File: src/rtl/image_avg_pkg.sv
// Shared types and constants for the image averaging divider.
// ROUND_NEAREST_EN widens the divide by one bit to hold the rounding bias.
package image_avg_pkg;

  localparam int NUM_PIXELS = 784;
  localparam int SUM_W      = 24;
  localparam int CNT_W      = 14;
  localparam int PIX_W      = 8;
  localparam int PIX_CNT_W  = $clog2(NUM_PIXELS);

`ifdef ROUND_NEAREST_EN
  localparam int DIV_W = SUM_W + 1;
`else
  localparam int DIV_W = SUM_W;
`endif

  typedef logic [SUM_W-1:0] sum_t;
  typedef logic [CNT_W-1:0] cnt_t;
  typedef logic [PIX_W-1:0] pix_t;
  typedef logic [DIV_W-1:0] div_t;

  localparam pix_t PIX_MAX = '1;

  typedef enum logic [2:0] {
    IDLE,
    LOAD,
    DIV,
    HOLD,
    DONE
  } avg_state_e;

endpackage

File: src/rtl/image_average_divider_serial_divider.sv
// Radix-2 restoring divider: one quotient bit per cycle, MSB first.
// valid pulses for one cycle when quotient holds the final result.
module serial_divider #(
  parameter int DIVIDEND_W = 24,
  parameter int DIVISOR_W  = 14
) (
  input  logic                  clk,
  input  logic                  reset,
  input  logic                  start,
  input  logic [DIVIDEND_W-1:0] dividend,
  input  logic [DIVISOR_W-1:0]  divisor,
  output logic [DIVIDEND_W-1:0] quotient,
  output logic                  valid
);

  localparam int STEP_W = $clog2(DIVIDEND_W + 1);

  logic                  running_q, running_d;
  logic                  valid_q, valid_d;
  logic [STEP_W-1:0]     count_q, count_d;
  logic [DIVISOR_W-1:0]  rem_q, rem_d;
  logic [DIVISOR_W-1:0]  divisor_q, divisor_d;
  logic [DIVIDEND_W-1:0] work_q, work_d;

  logic [DIVISOR_W:0]    rem_shift;
  logic [DIVISOR_W-1:0]  rem_diff;
  logic                  fits;

  // work_q shifts dividend bits out at the top and quotient bits in at the bottom.
  assign rem_shift = {rem_q, work_q[DIVIDEND_W-1]};
  assign fits      = rem_shift >= {1'b0, divisor_q};
  assign rem_diff  = rem_shift[DIVISOR_W-1:0] - divisor_q;

  always_comb begin
    running_d = running_q;
    valid_d   = 1'b0;
    count_d   = count_q;
    rem_d     = rem_q;
    divisor_d = divisor_q;
    work_d    = work_q;
    if (start) begin
      running_d = 1'b1;
      count_d   = STEP_W'(DIVIDEND_W);
      rem_d     = '0;
      divisor_d = divisor;
      work_d    = dividend;
    end else if (running_q) begin
      rem_d   = fits ? rem_diff : rem_shift[DIVISOR_W-1:0];
      work_d  = {work_q[DIVIDEND_W-2:0], fits};
      count_d = count_q - STEP_W'(1);
      if (count_q == STEP_W'(1)) begin
        running_d = 1'b0;
        valid_d   = 1'b1;
      end
    end
  end

  always_ff @(posedge clk or posedge reset) begin
    if (reset) begin
      running_q <= 1'b0;
      valid_q   <= 1'b0;
      count_q   <= '0;
      rem_q     <= '0;
      divisor_q <= '0;
      work_q    <= '0;
    end else begin
      running_q <= running_d;
      valid_q   <= valid_d;
      count_q   <= count_d;
      rem_q     <= rem_d;
      divisor_q <= divisor_d;
      work_q    <= work_d;
    end
  end

  assign quotient = work_q;
  assign valid    = valid_q;

endmodule

File: src/rtl/image_average_divider.sv
// Streams per-pixel sums through one shared serial divider to produce averaged pixels.
// Define ROUND_NEAREST_EN for round-half-up instead of floor division.
module image_average_divider
  import image_avg_pkg::*;
(
  input  logic             clk,
  input  logic             reset,
  input  logic             start,
  input  logic [CNT_W-1:0] num_images,
  input  logic             in_valid,
  output logic             in_ready,
  input  logic [SUM_W-1:0] in_sum,
  output logic             out_valid,
  input  logic             out_ready,
  output logic [PIX_W-1:0] out_pix,
  output logic             busy,
  output logic             done,
  output logic             div_zero,
  output logic             sat
);

  avg_state_e           state_q, state_d;
  cnt_t                 divisor_q, divisor_d;
  logic [PIX_CNT_W-1:0] pix_cnt_q, pix_cnt_d;
  pix_t                 out_pix_q, out_pix_d;
  logic                 div_zero_q, div_zero_d;
  logic                 sat_q, sat_d;

  logic div_start;
  logic div_valid;
  div_t dividend;
  div_t quotient;

`ifdef ROUND_NEAREST_EN
  // Bias by half the divisor in the widened dividend so the sum cannot overflow.
  assign dividend = {1'b0, in_sum} + DIV_W'(divisor_q >> 1);
`else
  assign dividend = in_sum;
`endif

  serial_divider #(
    .DIVIDEND_W (DIV_W),
    .DIVISOR_W  (CNT_W)
  ) u_divider (
    .clk      (clk),
    .reset    (reset),
    .start    (div_start),
    .dividend (dividend),
    .divisor  (divisor_q),
    .quotient (quotient),
    .valid    (div_valid)
  );

  always_comb begin
    state_d    = state_q;
    divisor_d  = divisor_q;
    pix_cnt_d  = pix_cnt_q;
    out_pix_d  = out_pix_q;
    div_zero_d = div_zero_q;
    sat_d      = sat_q;
    div_start  = 1'b0;
    case (state_q)
      IDLE: begin
        if (start) begin
          divisor_d  = num_images;
          pix_cnt_d  = '0;
          div_zero_d = 1'b0;
          sat_d      = 1'b0;
          state_d    = LOAD;
        end
      end
      LOAD: begin
        if (in_valid) begin
          if (divisor_q == '0) begin
            out_pix_d  = '0;
            div_zero_d = 1'b1;
            state_d    = HOLD;
          end else begin
            div_start = 1'b1;
            state_d   = DIV;
          end
        end
      end
      DIV: begin
        if (div_valid) begin
          if (quotient > DIV_W'(PIX_MAX)) begin
            out_pix_d = PIX_MAX;
            sat_d     = 1'b1;
          end else begin
            out_pix_d = quotient[PIX_W-1:0];
          end
          state_d = HOLD;
        end
      end
      HOLD: begin
        if (out_ready) begin
          pix_cnt_d = pix_cnt_q + PIX_CNT_W'(1);
          state_d   = (pix_cnt_q == PIX_CNT_W'(NUM_PIXELS - 1)) ? DONE : LOAD;
        end
      end
      DONE:    state_d = IDLE;
      default: state_d = IDLE;
    endcase
  end

  always_ff @(posedge clk or posedge reset) begin
    if (reset) begin
      state_q    <= IDLE;
      divisor_q  <= '0;
      pix_cnt_q  <= '0;
      out_pix_q  <= '0;
      div_zero_q <= 1'b0;
      sat_q      <= 1'b0;
    end else begin
      state_q    <= state_d;
      divisor_q  <= divisor_d;
      pix_cnt_q  <= pix_cnt_d;
      out_pix_q  <= out_pix_d;
      div_zero_q <= div_zero_d;
      sat_q      <= sat_d;
    end
  end

  assign in_ready  = (state_q == LOAD);
  assign out_valid = (state_q == HOLD);
  assign busy      = (state_q != IDLE);
  assign done      = (state_q == DONE);
  assign out_pix   = out_pix_q;
  assign div_zero  = div_zero_q;
  assign sat       = sat_q;

endmodule
File: config.mk
export PLATFORM = sky130hd
export DESIGN_NAME = image_average_divider
export DESIGN_NICKNAME = d
export VERILOG_FILES = /design/src/rtl/image_avg_pkg.sv /design/src/rtl/image_average_divider_serial_divider.sv /design/src/rtl/image_average_divider.sv
export SDC_FILE = /design/constraint.sdc
export NUM_CORES = 1
export LEC_CHECK = 0
export ABC_AREA = 0
export BUFFER_PORTS_ARGS = -buffer_cell sky130_fd_sc_hd__buf_4
export CAP_MARGIN = 15
export CORE_MARGIN = 2
export CORE_UTILIZATION = 63
export DETAILED_ROUTE_END_ITERATION = 7
export PLACE_DENSITY = 0.95
export RECOVER_POWER = 100
export SLEW_MARGIN = 25
export SYNTH_ARGS = -nofsm -noshare
export SYNTH_HDL_FRONTEND = slang
export SYNTH_SLANG_ARGS = --single-unit
File: constraint.sdc
create_clock -name clk -period 4.5 [get_ports clk]
set_input_delay 0.45 -clock clk [delete_from_list [all_inputs] [get_ports clk]]
set_output_delay 0.45 -clock clk [all_outputs]
set_load 0.01 [all_outputs]
### Yosys cells after proc, flatten, opt, wreduce, memory -nomap -nowiden

Cells that the tools add are included.
W data, S select, Z words.

* register bits after elaboration: 96
* latch bits: 0
* bits in writable memories: 0
* ROM bits: 0
* input bits: 43
* output and inout bits: 14
* memories kept: 0

* $add $sub $neg: 3
* multiply operators: 0
* div/mod/pow operators: 0
* magnitude comparators: 2
* eq/ne operators: 12
* shifts and indexed selects: 0
* multiplexer cells: 38
* bitwise operators: 0
* reductions and logical operators: 14

Operators by type and width (number)
* $mux W24: 2
* $mux W14: 3
* $mux W8: 4
* $gt A24 B8 Y1 const B: 1
* $mux W10: 2
* $pmux W10 S2: 1
* $pmux W8 S2: 1
* $reduce_and A4 Y1: 4
* $ge A15 B14 Y1: 1
* $mux W1: 15
* $mux W3: 5
* $logic_not A14 Y1: 1
* $sub A14 B14 Y14: 1
* $pmux W3 S4: 1
* $add A10 B1 Y10 const B: 1
* $eq A10 B10 Y1 const B: 1
* $mux W5: 2
* $reduce_bool A2 Y1: 5
* $eq A3 B2 Y1 const B: 2
* $ne A2 B1 Y1 const B: 3
* $ne A2 B2 Y1 const B: 3
* $eq A5 B1 Y1 const B: 1
* $sub A5 B1 Y5 const B: 1
* $pmux W1 S2: 2
* 6 further kinds: 6

### Logic depth before layout (Yosys ltp)

Gate-level depths: netlist (run 1).

* word-level depth: 5
* mapped depth: 11
* depth with buffers taken out: 9

### Modules after synthesis

From an unflattened synthesis (run 1), not the netlist that was laid out.

* cells, all modules: 563
* area total of the unflattened synthesis: 5271.3 µm²

Modules (own cells, without submodules)
* serial_divider: times used 1, cells an instance 378, area each 3482.1 µm², seq. area each 1476.4 µm²
* image_average_divider: times used 1, cells an instance 185, area each 1789.2 µm², seq. area each 925.9 µm²

### Worst setup path before layout (run 1)

Ideal clock, no wire load.

* kind: register to register
* start point: reg u_divider.rem_q[9]
* end point: reg u_divider.rem_q[8]
* library setup time: 0.082 ns
* data arrival time: 2.103 ns
* required time: 4.418 ns
* setup slack: 2.315 ns
* stages on the path, launching flop included: 10
* path buffers: 2
* cell sequence: dfrtp_1 > ha_1 > buf_6 > nand4_4 > nor3_4 > a221oi_2 > and2_1 > buf_6 > or4_1 > a31oi_1

* word-level cells in the longest chain between the ends: 4

Ends and longest elaborated chain
* start, declared: RTL line image_average_divider_serial_divider.sv:21 `logic [DIVISOR_W-1:0] rem_q, rem_d;`
* start signal, assigned: RTL line image_average_divider_serial_divider.sv:70 `rem_q <= rem_d;`
* $ge A15 B14 Y1: RTL line image_average_divider_serial_divider.sv:31 `assign fits = rem_shift >= {1'b0, divisor_q};`
* $mux W14: RTL line image_average_divider_serial_divider.sv:48 `rem_d = fits ? rem_diff : rem_shift[DIVISOR_W-1:0];`
* $mux W14: RTL line image_average_divider_serial_divider.sv:47 `end else if (running_q) begin`
* $mux W14: RTL line image_average_divider_serial_divider.sv:41 `if (start) begin`

Every way passes these cells. The select of a mux whose other input is x is not followed.
A chain may end at the register's enable or synchronous reset.

### Final worst setup path (run 1)

* start point: reg state_q[0]
* end point: reg u_divider.divisor_q[12]

* word-level cells in the longest chain between the ends: 2

Ends and longest elaborated chain
* start, declared: RTL line image_average_divider.sv:22 `avg_state_e state_q, state_d;`
* start signal, assigned: RTL line image_average_divider.sv:115 `state_q <= state_d;`
* $eq A3 B1 Y1: RTL line image_average_divider.sv:62 `case (state_q)`
* $mux W1: RTL line image_average_divider.sv:62
* end signal, assigned: RTL line image_average_divider_serial_divider.sv:71 `divisor_q <= divisor_d;`
* end, declared: RTL line image_average_divider_serial_divider.sv:22 `logic [DIVISOR_W-1:0] divisor_q, divisor_d;`

Every way passes these cells.

==> summary.md, run 1 <==
| Metric | Value |
|---|---|
| Detailed Place HPWL | `~7700 um` |
| Io pins | `between 50 and 60` |
| Htree depth | `3` |
| Post-cts resize count | `0` |
| RSZ-0062 raised after global routing | `no` |
| Fin Clk Skew | `roughly 12 ps` |
| CTS tree | `built` |
| Synth Area in Compound Gates | `between 10 and 15%` |
| Worst Path Required | `4760 ps` |
| CTS Buffer Depth | `2` |
| DRC | `0` |
| Remaining antenna violation count | `0` |
| Worst Tran Pin Value | `roughly 2400 ps` |
| CP max FO | `27` |
| Maxcap violations | `2` |
| Post-CTS setup buffer count | `0` |
| FF+latch count, synth | `96` |
| Mux cell area share after synthesis | `8.58%` |
| Largest family of logic cells by synthesized area | `simple AND/OR/NAND/NOR gates` |
| Relative slew slack | `-62.5%` |
| Post-DP Area | `~5600 sq um` |
| Initial antenna violation count | `0` |
| Critical path launch point type | `flip-flop` |
| # diodes | `0` |
| # setup viols final | `0` |
| Final Max Slew Viols | `87` |
| Grt total ovfl | `0` |
| Routed vias | `about 4,200` |
| Failing checks | `capacitance limit, slew limit` |
| Syn Nets | `between 500 and 600` |
| WS Path Type | `reg -> reg` |
| Post-Synth Simple-Gate Area | `around 18%` |
| FILL cells | `approximately 550` |
| Gr usage total | `between 20% and 30%` |
| CTS root buffer | `clkbuf_8` |
| Hold_buf cts | `0` |
| Avg Cell Area, Syn | `9.58 sq um` |
| Num Clock Sinks | `96` |
| Distinct cell type count after synthesis | `56` |
| CTS Buf Count | `9` |
| Vias in the first global route | `between 4,000 and 5,000` |
| 1st-iter DRT viols | `around 250` |
| Most common cell after layout, fill and taps aside | `dfrtp_1` |
| WL/cell | `roughly 17 um` |
| Number of enable flip-flop cells after synthesis | `0` |
| Critical Path End Type | `flip-flop` |
| Starting Density | `65.5%` |
| Drt first pass iters | `5` |
| Most frequent cells in the layout | `95 x dfrtp_1, 91 x nand2_1, 68 x o21ai_0, 44 x buf_4, 27 x mux2i_1` |
| P_leak | `approximately 2.6 nW` |
| TNS Setup | `0 ps` |
| Status | `finished with violations` |
| Routed WL | `11,400 um` |
| Adder-Cell Fraction of Synth Area | `4.55%` |
| Power per cell area | `roughly 780 nW/um^2` |
| Die W | `94.1 um` |
| Layout cells sized above 1 | `roughly 14%` |
| Worst hold slack | `between 200 and 300 ps` |
| Worst min path class | `in -> reg` |
| Fmax | `between 300 and 400 MHz` |
| # nets final | `about 640` |
| XOR/XNOR Fraction of Synth Area | `approximately 3.3%` |
| Die H | `between 90 and 100 um` |
| Worst EP arrival | `roughly 3400 ps` |
| CTS clk-pin slew, worst paths | `90 ps` |
| Worst skew pair latency | `roughly 360 ps` |
| Peak VDD IR | `roughly 580 uV` |
| Async set or reset register ratio after synthesis | `100%` |
| Largest net degree at the start of global routing | `60` |
| Post-synthesis sequential area ratio | `a little under half` |
| GPL Wtd Cong | `approximately 0.86` |
| Ys flop type | `dfrtp_1` |
| Core area | `7810 sq um` |
| Vias per cell | `6.21` |
| YS warnings | `0` |
| # port buffers | `56` |
| Design area | `between 5000 and 6000 sq um` |
| Fin. Hold Viols | `0` |
| Final period util | `about 69%` |
| First-pass GRT wire length | `18,900 um` |
| Crit path time final | `3110 ps` |
| Mapped Area | `between 5000 and 6000 sq um` |
| Row count | `32` |
| Syn Inst Count | `between 500 and 600` |
| Area growth from synthesis to layout | `10.7%` |
| Full die area | `between 8000 and 9000 sq um` |
==> cells in the mapped netlist (4+ instances only) <==
master    count  area, sq um
buf_2         4         20.0
nor2_1       26         97.6
nand4_1       9         56.3
a21oi_1      14         70.1
nand2b_1      6         37.5
xor2_1       13          114
o211ai_1      6         45.0
mux2_2       15          169
and2_1        5         31.3
nand3_1       8         40.0
dfrtp_1      96         2400
clkbuf_1     22         82.6
xnor2_1       6         52.6
and4_1        4         35.0
nand2_1      91          342
inv_1        20         75.1
ha_1         17          213
or4_1         4         30.0
a21o_1        5         37.5
o21ai_0      67          335
nor4_1        9         56.3
a31oi_1      12         75.1
mux2i_1      27          270
nor3_1        6         30.0
==> per-layer routing <==
metal,up-vias,global-route usage [%],share of wire (%)
met4,0,8.45,2.3
met3,27,5.38,5.9
met2,171,47.0,50
met1,2063,33.7,42
met5,-,0,0
li1,1964,-,-
==> flip-flops by register name, indices dropped and copies added, names as in the netlist <==
signal               cells
u_divider.quotient      24
divisor_q               14
u_divider.divisor_q     14
u_divider.rem_q         14
pix_cnt_q               10
out_pix                  8
u_divider.count_q        5
state_q                  3
div_zero                 1
sat                      1
u_divider.running_q      1
u_divider.valid          1
==> kinds of logic after synthesis <==
logic type / after synthesis
XOR/XNOR: 19
adder cells (fa/ha/maj): 18
buffers and inverters: 53
AO/OA/AOI/OAI: 124
AND/OR/NAND/NOR: 182
flip-flops: 96
multiplexers: 42
==> worst paths after layout <==
check | startpoint | to | slack (ps) | cells past startpoint
setup / recovery | state_q[0] | u_divider.divisor_q[12] | 1390 | 6
hold / removal | in_sum[6] | u_divider.quotient[6] | 300 | 3
setup reg to reg | state_q[0] | u_divider.divisor_q[12] | 1390 | 6
hold reg to reg | out_pix[4] | out_pix[4] | 490 | 2
max in group asynchronous | reset | u_divider.running_q | 2370 | 3
min in group asynchronous | reset | div_zero | 750 | 2
==> critical path, stage by stage (launching register included) <==
cell and delay [ps]:
dfrtp_1 580, nor3b_1 360, nand2_1 120, nor2b_1 1270, buf_4 440, nand2_1 120
o21ai_0 120
==> through the flow <==
step / total power (W) / utilization [%] / std cells / setup WS (ps)
6_report: 0.00440 / 72.6 / 680 / 1390
3_3_place_gp: 0.00369 / 71.1 / 664 / 2000
3_5_place_dp: 0.00384 / 71.1 / 664 / 1900
5_1_grt: 0.00472 / 72.6 / 680 / 1100
4_1_cts: 0.00438 / 73.3 / 679 / 1820
2_1_floorplan: 0.00335 / - / 534 / 1540
==> cell type report <==
| type | count | area, sq um | area share, % |
|---|---|---|---|
| clock inverter | 6 | 45.0 | 0.795 |
| tap | 102 | 128 | 2.25 |
| clock buffer | 9 | 124 | 2.19 |
| sequential | 96 | 2400 | 42.4 |
| timing repair buffer | 61 | 422 | 7.44 |
| multi-input combinational | 385 | 2460 | 43.5 |
| inverter | 21 | 80.1 | 1.41 |
==> report_power, final <==
group / switching (W) / leakage, nW / internal, W
logic: 0.00137 / 1.34 / 0.000967
clock network: 0.000305 / 0.0777 / 0.000200
registers: 0.000306 / 1.20 / 0.00124
total: 0.00198 / 2.62 / 0.00241
Power figures use the tool's default switching activity.
==> inputs of run 2 (changes only) <==
--- a/config.mk
+++ b/config.mk
@@ -5,13 +5,13 @@
 export SDC_FILE = /design/constraint.sdc
 export NUM_CORES = 1
 export LEC_CHECK = 0
-export ABC_AREA = 0
+export ABC_AREA = 1
 export BUFFER_PORTS_ARGS = -buffer_cell sky130_fd_sc_hd__buf_4
 export CAP_MARGIN = 15
 export CORE_MARGIN = 2
-export CORE_UTILIZATION = 63
+export CORE_UTILIZATION = 59
 export DETAILED_ROUTE_END_ITERATION = 7
-export PLACE_DENSITY = 0.95
+export PLACE_DENSITY = 0.9
 export RECOVER_POWER = 100
 export SLEW_MARGIN = 25
 export SYNTH_ARGS = -nofsm -noshare
==> constraint.sdc (replaced) <==
create_clock -name clk -period 3.1 [get_ports clk]
set_input_delay 0.31 -clock clk [delete_from_list [all_inputs] [get_ports clk]]
set_output_delay 0.31 -clock clk [all_outputs]
set_load 0.01 [all_outputs]
==> summary.md, run 2 <==
| Metric | Value |
|---|---|
| Status | `finished with violations` |
| Failing checks | `capacitance limit, slew limit` |
| Grt total ovfl | `0` |
| GPL Wtd Cong | `0.985` |
| Hold_buf cts | `0` |
| YS warnings | `0` |
| Fin Clk Skew | `11.3 ps` |
| Gr usage total | `approximately a quarter` |
| Area growth from synthesis to layout | `9.74%` |
| # diodes | `0` |
| Count leader, synth | `nand2_1` |
| # port buffers | `56` |
| Area of the multi-input gates | `approximately 2500 sq um` |
| Htree depth | `3` |
| Peak VDD IR | `approximately 540 uV` |
| Row count | `35` |
| Yosys top cell by area | `dfrtp_1` |
| First-pass GRT wire length | `about 21,000 um` |
| Register Area | `approximately 2400 sq um` |
| Top post-synthesis cells by count | `247 x nand2_1, 104 x inv_1, 96 x dfrtp_1, 45 x o21ai_0, 43 x nor2_1` |
| Top post-synthesis cells by area | `dfrtp_1 44%, nand2_1 17%, inv_1 7.2%` |
| Io pins | `57` |
| DRC | `0` |
| Worst skew pair latency | `around 360 ps` |
| # setup viols final | `0` |
| Number of enable flip-flop cells after synthesis | `0` |
| WL/cell | `around 14 um` |
| Initial antenna violation count | `0` |
| Async set or reset register ratio after synthesis | `100%` |
| Most used cell, CP | `nand2_1` |
| Power per cell area | `1140 nW/um^2` |
| FILL cells | `between 700 and 800` |
| CTS root buffer | `clkbuf_8` |
| CP peak stage delay | `about 1000 ps` |
| CP max FO | `28` |
| Critical path launch point type | `flip-flop` |
| CTS tree | `built` |
| Core area | `between 9000 and 10,000 sq um` |
| CTS clk-pin slew, worst paths | `90 ps` |
| Crit-path cells | `inv_1 > nand4_1 > nor2_1 > nand2_1 > a21oi_2 > nand2_1 > nand2_1 > nand2_1 > nand2_1` |
| Drt first pass iters | `5` |
| 1st-iter DRT viols | `between 300 and 400` |
| Remaining antenna violation count | `0` |
| Vias in the first global route | `roughly 4,800` |
| Maxcap violations | `1` |
| Distinct cell type count after synthesis | `35` |
| Most frequent cells in the layout | `251 x nand2_1, 107 x inv_1, 96 x dfrtp_1, 49 x o21ai_0, 45 x buf_4` |
| Num Clock Sinks | `96` |
| Final Max Slew Viols | `47` |
| Most common cell after layout, fill and taps aside | `nand2_1` |
| Largest net degree at the start of global routing | `47` |
| Worst Path Required | `about 3400 ps` |
| Mapped Area | `~5400 sq um` |
| P_leak | `3.13 nW` |
| # nets final | `around 840` |
| Die H | `between 100 and 150 um` |
| Crit-path slowest cell | `a21oi_2` |
| Syn Inst Count | `between 700 and 800` |
| Routed WL | `~13,000 um` |
| Post-CTS setup buffer count | `0` |
| Die W | `around 100 um` |
| Full die area | `about 10,000 sq um` |
| Post-synthesis sequential area ratio | `between 40% and 50%` |
| Detailed Place HPWL | `around 9500 um` |
| RSZ-0062 raised after global routing | `no` |
| Final period util | `between 80% and 90%` |
| Layout cells sized above 1 | `10.1%` |
| Worst EP arrival | `approximately 2800 ps` |
| Non-filler cells, final | `approximately 890` |
| Relative slew slack | `-31.4%` |
| TNS Setup | `0 ps` |
| Post-synth top area share | `approximately 44%` |
| Critical Path End Type | `flip-flop` |
| CTS Buffer Depth | `2` |
| Crit path max-delay family | `compound AO/OA/AOI/OAI gates` |
| Avg Cell Area, Syn | `7.51 sq um` |
| FF+latch count, synth | `96` |
| CP Buf/Inv Count | `1` |
| Worst min path class | `in -> reg` |
| CTS Buf Count | `9` |
| Placed cells | `just under 900` |
| Ys flop type | `dfrtp_1` |
| Starting Density | `about 60%` |
| Fin. Hold Viols | `0` |
| WS Path Type | `reg -> reg` |
| Crit path time final | `~2500 ps` |
| Worst Tran Pin Value | `between 1500 and 2000 ps` |
| Fmax | `about 400 MHz` |
| Syn Nets | `between 700 and 800` |
| Max FFs per register | `24` |
| Vias per cell | `5.49` |
| Routed vias | `approximately 4,900` |
| Post-cts resize count | `0` |
==> run 2: changes by cell type after synthesis, sizes merged, moves of 9 or more <==
| cell | before | now |
|---|---|---|
| mux2i | 27 | 0 |
| inv | 20 | 109 |
| nand3 | 8 | 41 |
| mux2 | 15 | 0 |
| xor2 | 13 | 2 |
| nand2 | 91 | 257 |
| clkbuf | 22 | 2 |
| o21ai | 68 | 49 |
| o211ai | 6 | 17 |
| nor2 | 26 | 49 |
| nand3b | 0 | 9 |
==> run 2: final cells by class <==
cell class / instances / area share, %
multi-input cells: 500 / 41.0
flip-flops and latches: 96 / 40.2
inverters: 109 / 6.87
repair buffers: 60 / 6.68
clock buffers: 12 / 2.43
well taps: 111 / 2.32
clock inverters: 4 / 0.481
==> run 2: logic make-up after synthesis <==
kind of cell	Yosys count	synth area share [%]
compound gates	91	9.63
xor+xnor	8	1.29
fa+ha+maj	18	4.27
buf+inv	129	9.92
flops	96	44.1
simple gates	383	30.8
==> run 2: worst register-to-register path, cell delays in order, from the launching register on <==
cell	delay, ps
dfrtp_1	380
inv_1	100
nand4_1	120
nor2_1	130
nand2_1	160
a21oi_2	1030
nand2_1	270
nand2_1	140
nand2_1	60
nand2_1	50
==> run 2: routing by layer <==
layer  global-route usage, %  routed length, um  vias to the layer above
li1                        -                  -                     2397
met1                    36.1               5410                     2308
met2                    43.3               6200                      162
met3                    4.81                705                       30
met4                    9.80                329                        0
met5                       0                  0                        -
==> run 2: power breakdown <==
part,leakage (nW),internal (W),total (W),switching (W)
registers,1.18,0.00183,0.00219,0.000367
clock network,0.0830,0.000316,0.000741,0.000425
logic,1.87,0.00139,0.00390,0.00251
==> run 2: final timing paths <==
kind / startpoint / to / slack (ps) / depth (start not counted)
setup reg to reg: divisor_q[7] / u_divider.rem_q[10] / 600 / 9
hold / removal: num_images[11] / divisor_q[11] / 150 / 3
setup / recovery: divisor_q[7] / u_divider.rem_q[10] / 600 / 9
min in group asynchronous: reset / pix_cnt_q[2] / 460 / 2
max in group asynchronous: reset / u_divider.quotient[22] / 910 / 3
hold reg to reg: out_pix[6] / out_pix[6] / 490 / 2
==> run 2: stage by stage <==
step / total power, W / cell area, sq um / hold WS, ps / setup slack [ps] / util, %
2_1_floorplan: 0.00517 / 5450 / 431 / 285 / -
3_3_place_gp: 0.00597 / 5910 / 467 / 960 / 64.8
3_5_place_dp: 0.00611 / 5910 / 469 / 897 / 64.8
4_1_cts: 0.00689 / 6080 / 79.9 / 884 / 66.7
5_1_grt: 0.00749 / 5980 / 161 / 341 / 65.6
6_report: 0.00683 / 5980 / 150 / 600 / 65.6
==> inputs of run 3 (changes only) <==
--- a/config.mk
+++ b/config.mk
@@ -5,13 +5,13 @@
 export SDC_FILE = /design/constraint.sdc
 export NUM_CORES = 1
 export LEC_CHECK = 0
-export ABC_AREA = 1
+export ABC_AREA = 0
 export BUFFER_PORTS_ARGS = -buffer_cell sky130_fd_sc_hd__buf_4
 export CAP_MARGIN = 15
 export CORE_MARGIN = 2
-export CORE_UTILIZATION = 59
+export CORE_UTILIZATION = 53
 export DETAILED_ROUTE_END_ITERATION = 7
-export PLACE_DENSITY = 0.9
+export PLACE_DENSITY = 0.86
 export RECOVER_POWER = 100
 export SLEW_MARGIN = 25
 export SYNTH_ARGS = -nofsm -noshare
==> constraint.sdc (replaced) <==
create_clock -name clk -period 2.3 [get_ports clk]
set_input_delay 0.23 -clock clk [delete_from_list [all_inputs] [get_ports clk]]
set_output_delay 0.23 -clock clk [all_outputs]
set_load 0.01 [all_outputs]
==> summary.md, run 3 (same netlist as run 1, synthesis figures left out) <==
| Metric | Value |
|---|---|
| Detailed Place HPWL | `between 8000 and 9000 um` |
| Critical Path End Type | `flip-flop` |
| Fin. Hold Viols | `0` |
| # port buffers | `56` |
| Crit path max-delay family | `simple AND/OR/NAND/NOR gates` |
| Worst Path Required | `about 2600 ps` |
| Power, Total | `slightly below 0.01 W` |
| Gr usage total | `23.9%` |
| Most common cell after layout, fill and taps aside | `dfrtp_1` |
| Drt first pass iters | `4` |
| # diodes | `0` |
| Final Max Slew Viols | `34` |
| RSZ-0062 raised after global routing | `yes` |
| Fmax | `440 MHz` |
| Routed WL | `around 12,000 um` |
| Vias per cell | `between 5 and 6` |
| Htree depth | `3` |
| Worst min path class | `in -> reg` |
| Area growth from synthesis to layout | `19.4%` |
| Final period util | `approximately 100%` |
| Remaining antenna violation count | `0` |
| Failing checks | `capacitance limit, slew limit` |
| Status | `finished with violations` |
| CP Buf/Inv Count | `0` |
| Fin Clk Skew | `~15 ps` |
| Area of the multi-input gates | `around 2600 sq um` |
| Initial antenna violation count | `0` |
| Worst Tran Pin Value | `1590 ps` |
| Most frequent cells in the layout | `95 x dfrtp_1, 90 x nand2_1, 67 x o21ai_0, 67 x buf_4, 27 x mux2i_1` |
| Io pins | `57` |
| Starting Density | `a little under three fifths` |
| GPL Wtd Cong | `between 0.9 and 1` |
| Crit-path slowest cell | `nor4_1` |
| CTS root buffer | `clkbuf_8` |
| CP peak stage delay | `560 ps` |
| Maxcap violations | `1` |
| WL/cell | `about 17 um` |
| Core area | `roughly 9300 sq um` |
| # nets final | `660` |
| Final Core Density | `approximately two thirds` |
| Num Clock Sinks | `96` |
| Full die area | `around 10,000 sq um` |
| Die W | `~100 um` |
| Vias in the first global route | `between 4,000 and 5,000` |
| Power per cell area | `around 1600 nW/um^2` |
| Crit-path cells | `nor4_1 > nand4_1 > nor2b_4 > or4_1 > o311ai_0` |
| CTS Buffer Depth | `2` |
| Max FFs per register | `24` |
| Row count | `35` |
| Relative slew slack | `-6.46%` |
| CP max FO | `15` |
| Worst skew pair latency | `between 300 and 400 ps` |
| CTS Buf Count | `9` |
| DRC | `0` |
| Die H | `a little over 100 um` |
| Crit path time final | `approximately 2300 ps` |
| TNS Setup | `0 ps` |
| 1st-iter DRT viols | `230` |
| Routed vias | `between 4,000 and 5,000` |
| Critical path launch point type | `flip-flop` |
| First-pass GRT wire length | `19,800 um` |
| CTS clk-pin slew, worst paths | `around 110 ps` |
| Grt total ovfl | `0` |
| Largest net degree at the start of global routing | `54` |
| P_leak | `around 2.8 nW` |
| CTS tree | `built` |
| Peak VDD IR | `between 1000 and 1500 uV` |
| WS Path Type | `reg -> reg` |
| Layout cells sized above 1 | `a little over a fifth` |
| Register Area | `2400 sq um` |
| # setup viols final | `0` |
| Worst EP arrival | `2530 ps` |
| FILL cells | `between 700 and 800` |
==> run 3: changes by cell type in the layout (fill, tap and decap cells not counted), moves of 15 or more <==
cell	previous run	this run
nand2_1	251	90
nand3_1	39	8
o21ai_0	49	67
mux2i_1	0	27
buf_4	45	67
mux2_2	0	15
nor2_1	44	26
inv_1	107	17
==> run 3: worst register-to-register path, delay by kind of cell (launching register included) <==
family	cells	cell delay (ps)
flops	1	410
simple gates	4	1620
compound gates	1	120
==> run 3: cell type report <==
cell class / instances / area share [%]
clock buffers: 9 / 2.03
clock inverters: 7 / 1.04
inverters: 21 / 1.31
multi-input cells: 385 / 43.3
flip-flops and latches: 96 / 39.3
well taps: 129 / 2.64
repair buffers: 86 / 10.3
==> run 3: timing repair <==
action                     CTS  global route
pin swaps                    0             8
hold endpoints to repair     2             0
gates resized for setup      1            25
setup endpoints to repair    1            14
buffers inserted             0             2
gates cloned                 0             0
hold buffers                 1             0
==> run 3: routing by layer <==
metal / vias up / wire, um / GRT usage, %
met2: 154 / 6240 / 39.2
met5: - / 0 / 0
met3: 34 / 575 / 4.65
met1: 2044 / 5290 / 31.5
li1: 2018 / - / -
met4: 0 / 356 / 9.54
==> run 3: through the flow <==
stage               instance area (sq um)  hold WS [ps]  std cells  setup WS [ps]
global route                         6110          40.1        733          -79.7
CTS                                  6000          35.3        731           18.5
finish                               6110          43.8        733           27.3
detailed placement                   5800           406        714           25.0
global placement                     5800           397        714           34.1
floorplan                            5120           345        534            115
==> run 3: worst paths after layout <==
kind / startpoint / endpoint / slack (ps) / depth (start not counted)
max reg2reg: divisor_q[8] / u_divider.rem_q[0] / 30 / 5
min: in_sum[14] / u_divider.quotient[14] / 40 / 3
min reg2reg: out_pix[4] / out_pix[4] / 490 / 2
max in group asynchronous: reset / u_divider.rem_q[8] / 460 / 4
max: divisor_q[8] / u_divider.rem_q[0] / 30 / 5
min in group asynchronous: reset / div_zero / 750 / 3
==> run 3: power breakdown <==
part           switching [W]  internal, W  total, W  leakage [nW]
Sequential          0.000581      0.00243   0.00302          1.20
Combinational        0.00303      0.00261   0.00564          1.50
Clock               0.000664     0.000416   0.00108        0.0987
